### src/rtl/vgm_ahb_master.sv
// AHB-Lite single-transfer master.
// A request handshake feeds a two-slot pipeline: an address-phase slot (aph)
// and a data-phase slot (dph). Each transfer retires with a one-cycle response
// pulse. A two-cycle ERROR response cancels the pending address phase, which is
// then re-presented once the error has retired.
module vgm_ahb_master #(
  parameter int ADDR_W = 32,
  parameter int DATA_W = 32
) (
  input  logic              HCLK,
  input  logic              HRESETn,
  // request side
  input  logic              req_valid,
  output logic              req_ready,
  input  logic [ADDR_W-1:0] req_addr,
  input  logic              req_write,
  input  logic [2:0]        req_size,
  input  logic [DATA_W-1:0] req_wdata,
  // response side
  output logic              rsp_valid,
  output logic [DATA_W-1:0] rsp_rdata,
  output logic              rsp_err,
  // AHB-Lite master outputs
  output logic [ADDR_W-1:0] HADDR,
  output logic [1:0]        HTRANS,
  output logic              HWRITE,
  output logic [2:0]        HSIZE,
  output logic [2:0]        HBURST,
  output logic [DATA_W-1:0] HWDATA,
  // AHB-Lite slave response
  input  logic [DATA_W-1:0] HRDATA,
  input  logic              HREADY,
  input  logic              HRESP
);

  typedef enum logic [1:0] {
    TR_IDLE   = 2'b00,
    TR_NONSEQ = 2'b10
  } htrans_e;

  // address-phase slot; its address/control registers drive the bus directly
  logic              r_aph_valid;
  logic [ADDR_W-1:0] r_aph_addr;
  logic              r_aph_write;
  logic [2:0]        r_aph_size;
  logic [DATA_W-1:0] r_aph_wdata;
  // data-phase slot; write data lives in r_hwdata
  logic              r_dph_valid;
  logic              r_dph_write;
  logic [DATA_W-1:0] r_hwdata;
  // set between the first and second ERROR cycles
  logic              r_err_hold;
  htrans_e           r_htrans;
  // response registers
  logic              r_rsp_valid;
  logic [DATA_W-1:0] r_rsp_rdata;
  logic              r_rsp_err;

  // next-state wires
  logic              w_accept;
  logic              w_advance;
  logic              w_err_first;
  logic              w_err_second;
  logic              w_retire;
  logic              w_aph_valid_n;
  logic              w_dph_valid_n;
  logic              w_dph_write_n;
  logic [DATA_W-1:0] w_hwdata_n;
  logic              w_err_hold_n;
  htrans_e           w_htrans_n;
  logic              w_rsp_err_n;
  logic [DATA_W-1:0] w_rsp_rdata_n;

  // No new request while an error is resolving or a stalled address phase is pending.
  assign req_ready = !r_err_hold && (!r_aph_valid || HREADY);
  assign w_accept  = req_valid && req_ready;

  assign HADDR     = r_aph_addr;
  assign HWRITE    = r_aph_write;
  assign HSIZE     = r_aph_size;
  assign HTRANS    = r_htrans;
  assign HBURST    = 3'b000;
  assign HWDATA    = r_hwdata;
  assign rsp_valid = r_rsp_valid;
  assign rsp_rdata = r_rsp_rdata;
  assign rsp_err   = r_rsp_err;

  // Pipeline movement, error tracking and response formation for the coming edge.
  always_comb begin
    w_advance     = HREADY && !r_err_hold;
    w_err_first   = r_dph_valid && !r_err_hold && !HREADY && HRESP;
    w_err_second  = r_err_hold && HREADY;
    // With dph empty, HREADY/HRESP cannot retire anything.
    w_retire      = r_dph_valid && HREADY;

    w_aph_valid_n = r_aph_valid;
    w_dph_valid_n = r_dph_valid;
    w_dph_write_n = r_dph_write;
    w_hwdata_n    = r_hwdata;
    w_err_hold_n  = r_err_hold;
    w_htrans_n    = TR_IDLE;
    w_rsp_err_n   = 1'b0;
    w_rsp_rdata_n = {DATA_W{1'b0}};

    if (w_accept) begin
      w_aph_valid_n = 1'b1;
    end else if (w_advance) begin
      w_aph_valid_n = 1'b0;
    end else begin
      w_aph_valid_n = r_aph_valid;
    end

    if (w_advance) begin
      w_dph_valid_n = r_aph_valid;
      w_dph_write_n = r_aph_write;
      if (r_aph_valid && r_aph_write) begin
        w_hwdata_n = r_aph_wdata;
      end else begin
        w_hwdata_n = r_hwdata;
      end
    end else if (w_err_second) begin
      // errored transfer leaves dph; the retained aph does not advance
      w_dph_valid_n = 1'b0;
    end else begin
      w_dph_valid_n = r_dph_valid;
    end

    if (w_err_first) begin
      w_err_hold_n = 1'b1;
    end else if (w_err_second) begin
      w_err_hold_n = 1'b0;
    end else begin
      w_err_hold_n = r_err_hold;
    end

    if (w_aph_valid_n && !w_err_hold_n) begin
      w_htrans_n = TR_NONSEQ;
    end else begin
      w_htrans_n = TR_IDLE;
    end

    if (w_retire) begin
      w_rsp_err_n = r_err_hold || HRESP;
      if (r_dph_write) begin
        w_rsp_rdata_n = {DATA_W{1'b0}};
      end else begin
        w_rsp_rdata_n = HRDATA;
      end
    end else begin
      w_rsp_err_n   = 1'b0;
      w_rsp_rdata_n = {DATA_W{1'b0}};
    end
  end

  // State and output registers; reset discards all in-flight transfers silently.
  always_ff @(posedge HCLK or negedge HRESETn) begin
    if (!HRESETn) begin
      r_aph_valid <= 1'b0;
      r_aph_addr  <= {ADDR_W{1'b0}};
      r_aph_write <= 1'b0;
      r_aph_size  <= 3'b000;
      r_aph_wdata <= {DATA_W{1'b0}};
      r_dph_valid <= 1'b0;
      r_dph_write <= 1'b0;
      r_hwdata    <= {DATA_W{1'b0}};
      r_err_hold  <= 1'b0;
      r_htrans    <= TR_IDLE;
      r_rsp_valid <= 1'b0;
      r_rsp_rdata <= {DATA_W{1'b0}};
      r_rsp_err   <= 1'b0;
    end else begin
      if (w_accept) begin
        r_aph_addr  <= req_addr;
        r_aph_write <= req_write;
        r_aph_size  <= req_size;
        r_aph_wdata <= req_wdata;
      end
      r_aph_valid <= w_aph_valid_n;
      r_dph_valid <= w_dph_valid_n;
      r_dph_write <= w_dph_write_n;
      r_hwdata    <= w_hwdata_n;
      r_err_hold  <= w_err_hold_n;
      r_htrans    <= w_htrans_n;
      r_rsp_valid <= w_retire;
      r_rsp_rdata <= w_rsp_rdata_n;
      r_rsp_err   <= w_rsp_err_n;
    end
  end

endmodule

### config.mk
export PLATFORM = sky130hd
export DESIGN_NAME = vgm_ahb_master
export DESIGN_NICKNAME = d
export VERILOG_FILES = /design/src/rtl/vgm_ahb_master.sv
export SDC_FILE = /design/constraint.sdc
export NUM_CORES = 1
export LEC_CHECK = 0
export CORE_UTILIZATION = 35
export CTS_CLUSTER_SIZE = 12
export DETAILED_ROUTE_END_ITERATION = 8
export GPL_TIMING_DRIVEN = 0
export PLACE_DENSITY = 0.68
export SLEW_MARGIN = 20
export SYNTH_ARGS = -nofsm -noshare
export SYNTH_HDL_FRONTEND = slang
export SYNTH_SLANG_ARGS = --single-unit
### constraint.sdc
create_clock -name HCLK -period 3.25 [get_ports HCLK]
set_input_delay 0.975 -clock HCLK [delete_from_list [all_inputs] [get_ports HCLK]]
set_output_delay 0.975 -clock HCLK [all_outputs]
set_load 0.05 [all_outputs]
### Word level (Yosys, flattened, before mapping)

Cells that the tools add are included.

* bits in registers: 140
* output and inout bits: 108
* logic and storage cells: 41

* muxes and demuxes: 10
* reductions and logical operators: 18

Operators by type and width (count)
* 32-bit 2-to-1 mux: 2
* 1-bit logical AND: 10
* 1-bit 2-to-1 mux: 7
* 1-bit zero test: 4
* 1-bit logical OR: 2
* 2-bit 2-to-1 mux: 1
* 2-bit AND reduction: 1
* 2-bit nonzero test: 1

### Depth between registers and ports, before layout

Gate-level depths: netlist of the first run.

* depth in word-level cells: 8
* mapped depth: 5

### Worst setup path after synthesis of the first run

OpenSTA, ideal clock, no wires.

* kind: input -> output
* from: input port HREADY
* to: output port req_ready
* arrival time: 1806 ps
* data required time: 2275 ps
* path slack: 469 ps
* stages: 2
* path buffers: 0
* cells stage by stage: and2b_4 > nor2_1

* word-level cells in the longest chain between the ends: 2

Ends and longest elaborated chain
* start, declared: RTL line 32 `input logic HREADY,`
* 1-bit logical OR: RTL line 75 `assign req_ready = !r_err_hold && (!r_aph_valid || HREADY);`
* 1-bit logical AND: RTL line 75
* end, declared: RTL line 14 `output logic req_ready,`

No other way between the ends.

### Worst setup path after layout of the first run

Same ends and word-level chain as after synthesis.

==> flow_summary.ini, run 1 <==
[worst_setup_path]
crit_required_ps = 2270
slowest_delay_ps = 550
worst-path-max-fanout = 6
path_depth = 4
path_class = primary input to output pin
cp_top_family = buffers and inverters
crit_buf_inv = 2
startpoint = HREADY
worstRegToRegCells = 5
crit_chain = clkdlybuf4s50_1 -> and2b_4 -> nor2_1 -> buf_2
crit_path_start_kind = primary input
critPathSlowestCell = clkdlybuf4s50_1
critPathCaptureType = output pin
reg2reg_from = r_err_hold
rrSetupSlack_ps = 1560
worstPathArrival_ps = 2130

[timing]
skew_ps = 6.16
fmax_ghz = 0.323
max_slew_margin = 0.642
setup_viol = 0
rsz0062_at_grt = false
slew_violations = 0
period_minus_slack_ps = 3100
hold_viol = 0
fin_crit_sh = 0.954
tightest_slew_ps = 535

[cts]
post_cts_buffers = 0
cts_buffer_depth = 2
cts_buffers = 17
insertion_delay_ps = 410
root_buffer = clkbuf_16
h-tree-depth = 4
clock_sinks = 139
cts_hold_buf = 0
cts_tree = done
clk_pin_slew_ps = 60

[global_route]
gr-usage-met3 = 0.0807
grt_antenna_before_repair = 0
grt_first_pass_wirelength_um = 17500
grt_overflow_total = 0
grt_start_max_net_pins = 72
grt_pass1_vias = 3508
use_met2 = 0.251
met1_usage = 0.178
top_usage_layer = met2
grtUsageTotal = 0.159

[detailed_routing]
vias = 3273
drc_errors = 0
firstDrtPassIters = 2
wirelength_um = 11300
viasPerCell = 4.45
wl_per_cell_um = 15.3
dr.first_iter.drc_count = 81
ant_nets = 0

[floorplan]
io_pins = 213
dieWidth_um = 123
fp-row-count = 43
dieArea_um2 = 15100
initial_core_util = 0.363
die-height_um = 123
core_um2 = 14100

[layout]
fin_util = 0.579
instances_no_fill = 736
num-fill-cells = 1113
diodes = 0
syn_to_final_growth_pct = 59.3
drive_gt1_frac = 0.250
fin_nets = 648

[synthesis]
synthTopCellsByArea = dfrtp_1 68%, mux2_2 17%, and2_1 3.9%
synthArstFlopShare = 1.00
ys_seq_elements = 139
syn_area_um2 = 5120
yosys-top-cells-count = 139 x dfrtp_1, 76 x mux2_2, 32 x and2_1
yosys.area.top_type = dfrtp_1
synth_seq_area_share = 0.679
synth_top_area_frac = 0.679
yosysMostFrequentCell = dfrtp_1
ys_types = 21
synth_edf_count = 0
ys_warn_count = 0
syn_area_per_cell_um2 = 16.4
synth_flop_cell = dfrtp_1
synthCells = 312

[outcome]
outcome = completed

[power_and_ir_drop]
leakage_nw = 3.54
p_per_area_nw_per_um2 = 893
ir_drop_v = 0.000390

[placement]
dp.cells = 704
dp_hpwl_um = 8030
port_buffers = 208
gp_congestion = 0.773

[min_path]
min_path_cells = 1
hp-class = flop to flop
hp-start = r_aph_wdata[3]

[run]
maxCapViolCount = 0
worst paths after layout:
path	end
max in group asynchronous	HWDATA[0]
min in group asynchronous	r_aph_wdata[19]
hold / removal	HWDATA[3]
hold reg to reg	HWDATA[3]
setup reg to reg	HADDR[11]
setup / recovery	req_ready
routing by layer:
layer	wire, um	vias up
met4	213	0
li1	-	1506
met3	1140	17
met2	5360	148
met5	0	-
met1	4550	1602
area by class of cell:
class                      count  area [um2]  area share
timing repair buffer         209        2110       0.259
buffer                        17         143      0.0175
clock buffer                  21         480      0.0589
sequential                   139        3480       0.426
clock inverter                11         211      0.0259
tap                          180         225      0.0276
inverter                       3        11.3     0.00138
multi-input combinational    156        1500       0.184
state kept, by name, indices dropped and copies added (netlist names), 3 cells and up:
register and cells:
rsp_rdata 32, HWDATA 32, HSIZE 3, r_aph_wdata 32, HADDR 32
through the flow:
step / power [W] / setup slack, ps / cell area (um2) / hold slack [ps] / setup TNS [ps]
after floorplan: 0.00409 / 469 / 5130 / 454 / 0
after global placement: 0.00505 / -4140 / 7440 / 464 / -574970
after detailed placement: 0.00510 / -390 / 7470 / 474 / -390
after CTS: 0.00738 / 34.2 / 8160 / 481 / 0
after global routing: 0.00759 / 63.0 / 8160 / 502 / 0
final: 0.00728 / 149 / 8160 / 477 / 0
cell families after synthesis:
kind of cell / Yosys count / synth area share
AO/OA/AOI/OAI: 5 / 0.00586
buffers and inverters: 20 / 0.0301
flip-flops: 139 / 0.679
multiplexers: 101 / 0.229
other: 1 / 0.000732
AND/OR/NAND/NOR: 46 / 0.0545
placed cells by master (no fill, tap or decap), types with 5 or more instances in the layout:
cell type	instances
clkdlybuf4s50_1	206
dfrtp_1	139
mux2_2	76
and2_1	32
clkbuf_16	17
mux2_1	15
mux2_4	10
buf_4	8
bufinv_16	6
nor2_1	5
buf_6	5
timing repair:
action                                  CTS  global route
pin swaps                                 0             0
endpoints found under the setup margin    1             1
hold endpoints to repair                  0             0
gates cloned                              0             0
resized for setup                         3             2
where the power goes:
group          total [W]  switching [W]  internal, W
logic            0.00267        0.00163      0.00104
clock network    0.00223       0.000713      0.00152
registers        0.00238       0.000212      0.00217
Power figures use the tool's default switching activity.
==> run 2, diff against run 1 <==
==> constraint.sdc (replaced) <==
create_clock -name HCLK -period 3.25 [get_ports HCLK]
set_input_delay 0.975 -clock HCLK [delete_from_list [all_inputs] [get_ports HCLK]]
set_output_delay 0.975 -clock HCLK [all_outputs]
set_load 0.02 [all_outputs]
==> run 2 against run 1 <==
Worst setup slack got worse by 56 ps. Die area is the same. Hold slack unchanged. Count of clock-buffer cells in the layout unchanged. Register-to-register slack about the same. Sequential cell count unchanged. Clock skew barely moved. Maximum frequency is 1.8% lower. Non-clock buffer count did not move. First-iteration DRC count is the same. Sequential power about the same.
==> flow_summary.ini, run 2 (synthesis results as in run 1) <==
[outcome]
outcome = completed

[timing]
slew_violations = 0
max_slew_margin = 0.655
setup_viol = 0
finalWorstSetupSlack_ps = 93.4
skew_ps = 6.16
rsz0062_at_grt = false
hold_viol = 0
fmax_ghz = 0.317
tns_ps = 0
period_minus_slack_ps = 3160
tightest_slew_ps = 518
fin_crit_sh = 0.971

[cts]
clock_sinks = 139
cts_buffers = 17
post_cts_buffers = 0
cts_resized = 1
insertion_delay_ps = 410
cts_tree = done
root_buffer = clkbuf_16
cts_hold_buf = 0
clk_pin_slew_ps = 60
h-tree-depth = 4
cts_buffer_depth = 2

[power_and_ir_drop]
seqPwrFrac = 0.366
pwr-share-comb = 0.290
total_power_w = 0.00649
intPower_w = 0.00473
ir_drop_v = 0.000352
clockPowerShare = 0.344
p_per_area_nw_per_um2 = 795
switching_share = 0.271
p_sw_w = 0.00176
leakage_nw = 3.55

[layout]
num-fill-cells = 1112
fin_nets = 648
diodes = 0
drive_gt1_frac = 0.248
finalInstanceArea_um2 = 8160
seq_area_um2 = 3480
multi_input_area_um2 = 1500
mostFrequentLayoutCell = clkdlybuf4s50_1
layout_common_cells = 206 x clkdlybuf4s50_1, 139 x dfrtp_1, 76 x mux2_2
syn_to_final_growth_pct = 59.4

[floorplan]
io_pins = 213
initial_core_util = 0.363
dieWidth_um = 123
dieArea_um2 = 15100
die-height_um = 123
core_um2 = 14100
fp-row-count = 43

[worst_setup_path]
crit_required_ps = 2270
worstRegToRegCells = 5
startpoint = HREADY
rrSetupSlack_ps = 1560
reg2reg_from = r_err_hold
critPathCaptureType = output pin
path_class = primary input to output pin
worstReg2RegEnd = HADDR[11]
endpoint = req_ready
crit_path_start_kind = primary input
worstPathArrival_ps = 2180
worst-path-max-fanout = 6

[detailed_routing]
wl_per_cell_um = 15.3
dr.first_iter.drc_count = 81
viasPerCell = 4.45
vias = 3273
ant_nets = 0
drc_errors = 0
wirelength_um = 11300
firstDrtPassIters = 2

[global_route]
grt_start_max_net_pins = 72
grt_antenna_before_repair = 0
grt_overflow_total = 0
grt_first_pass_wirelength_um = 17500
grtUsageTotal = 0.159
grt_pass1_vias = 3508

[min_path]
hp-class = flop to flop
hp-start = r_aph_wdata[3]

[placement]
post-place-ws_ps = -191
dpl_cell_area_um2 = 7470
dp_hpwl_um = 8030
gp_congestion = 0.773
port_buffers = 208

[run]
maxCapViolCount = 0
-- run 2: cell count changes in the layout (fill, tap and decap cells not counted) --
cell / previous run / this run
buf_2: 1 / 0
clkdlybuf4s15_1: 0 / 1
-- run 2: worst min-delay path by stage --
stage / endpoint / slack [ps] / cells past startpoint
6_report: HWDATA[3] / 480 / 1
4_1_cts: HWDATA[3] / 480 / 1
5_1_grt: HADDR[16] / 500 / 1
2_1_floorplan: HWDATA[3] / 450 / 1
3_5_place_dp: HWDATA[3] / 470 / 1
3_3_place_gp: HWDATA[9] / 460 / 1
-- run 2: final cells by class --
| type | count | share of cell area |
|---|---|---|
| flip-flops and latches | 139 | 0.426 |
| repair buffers | 209 | 0.259 |
| multi-input cells | 156 | 0.184 |
| clock buffers | 21 | 0.0589 |
| well taps | 180 | 0.0276 |
| clock inverters | 11 | 0.0259 |
| plain buffers | 17 | 0.0175 |
| inverters | 3 | 0.00138 |
-- run 2: power by group through the flow --
stage,registers [W],clock network (W),logic [W]
6_report,0.00238,0.00223,0.00188
4_1_cts,0.00238,0.00228,0.00192
5_1_grt,0.00244,0.00237,0.00200
2_1_floorplan,0.00280,0,0.000509
3_3_place_gp,0.00238,0,0.00188
3_5_place_dp,0.00241,0,0.00190
-- run 2: through the flow --
stage               utilization  hold WS [ps]  cells
floorplan                     -           454    315
global placement          0.528           464    703
detailed placement        0.530           474    704
CTS                       0.579           481    736
global route              0.579           502    736
finish                    0.579           477    736
-- run 2: layer usage --
| metal | GRT usage | wire length, um | vias up |
|---|---|---|---|
| li1 | - | - | 1506 |
| met1 | 0.178 | 4550 | 1602 |
| met2 | 0.251 | 5360 | 148 |
| met3 | 0.0807 | 1140 | 17 |
| met4 | 0.0716 | 213 | 0 |
| met5 | 0 | 0 | - |
-- run 2: critical path, cell delays in order --
cell and delay, ps:
clkdlybuf4s50_1 550, and2b_4 230, nor2_1 100, clkdlybuf4s15_1 320
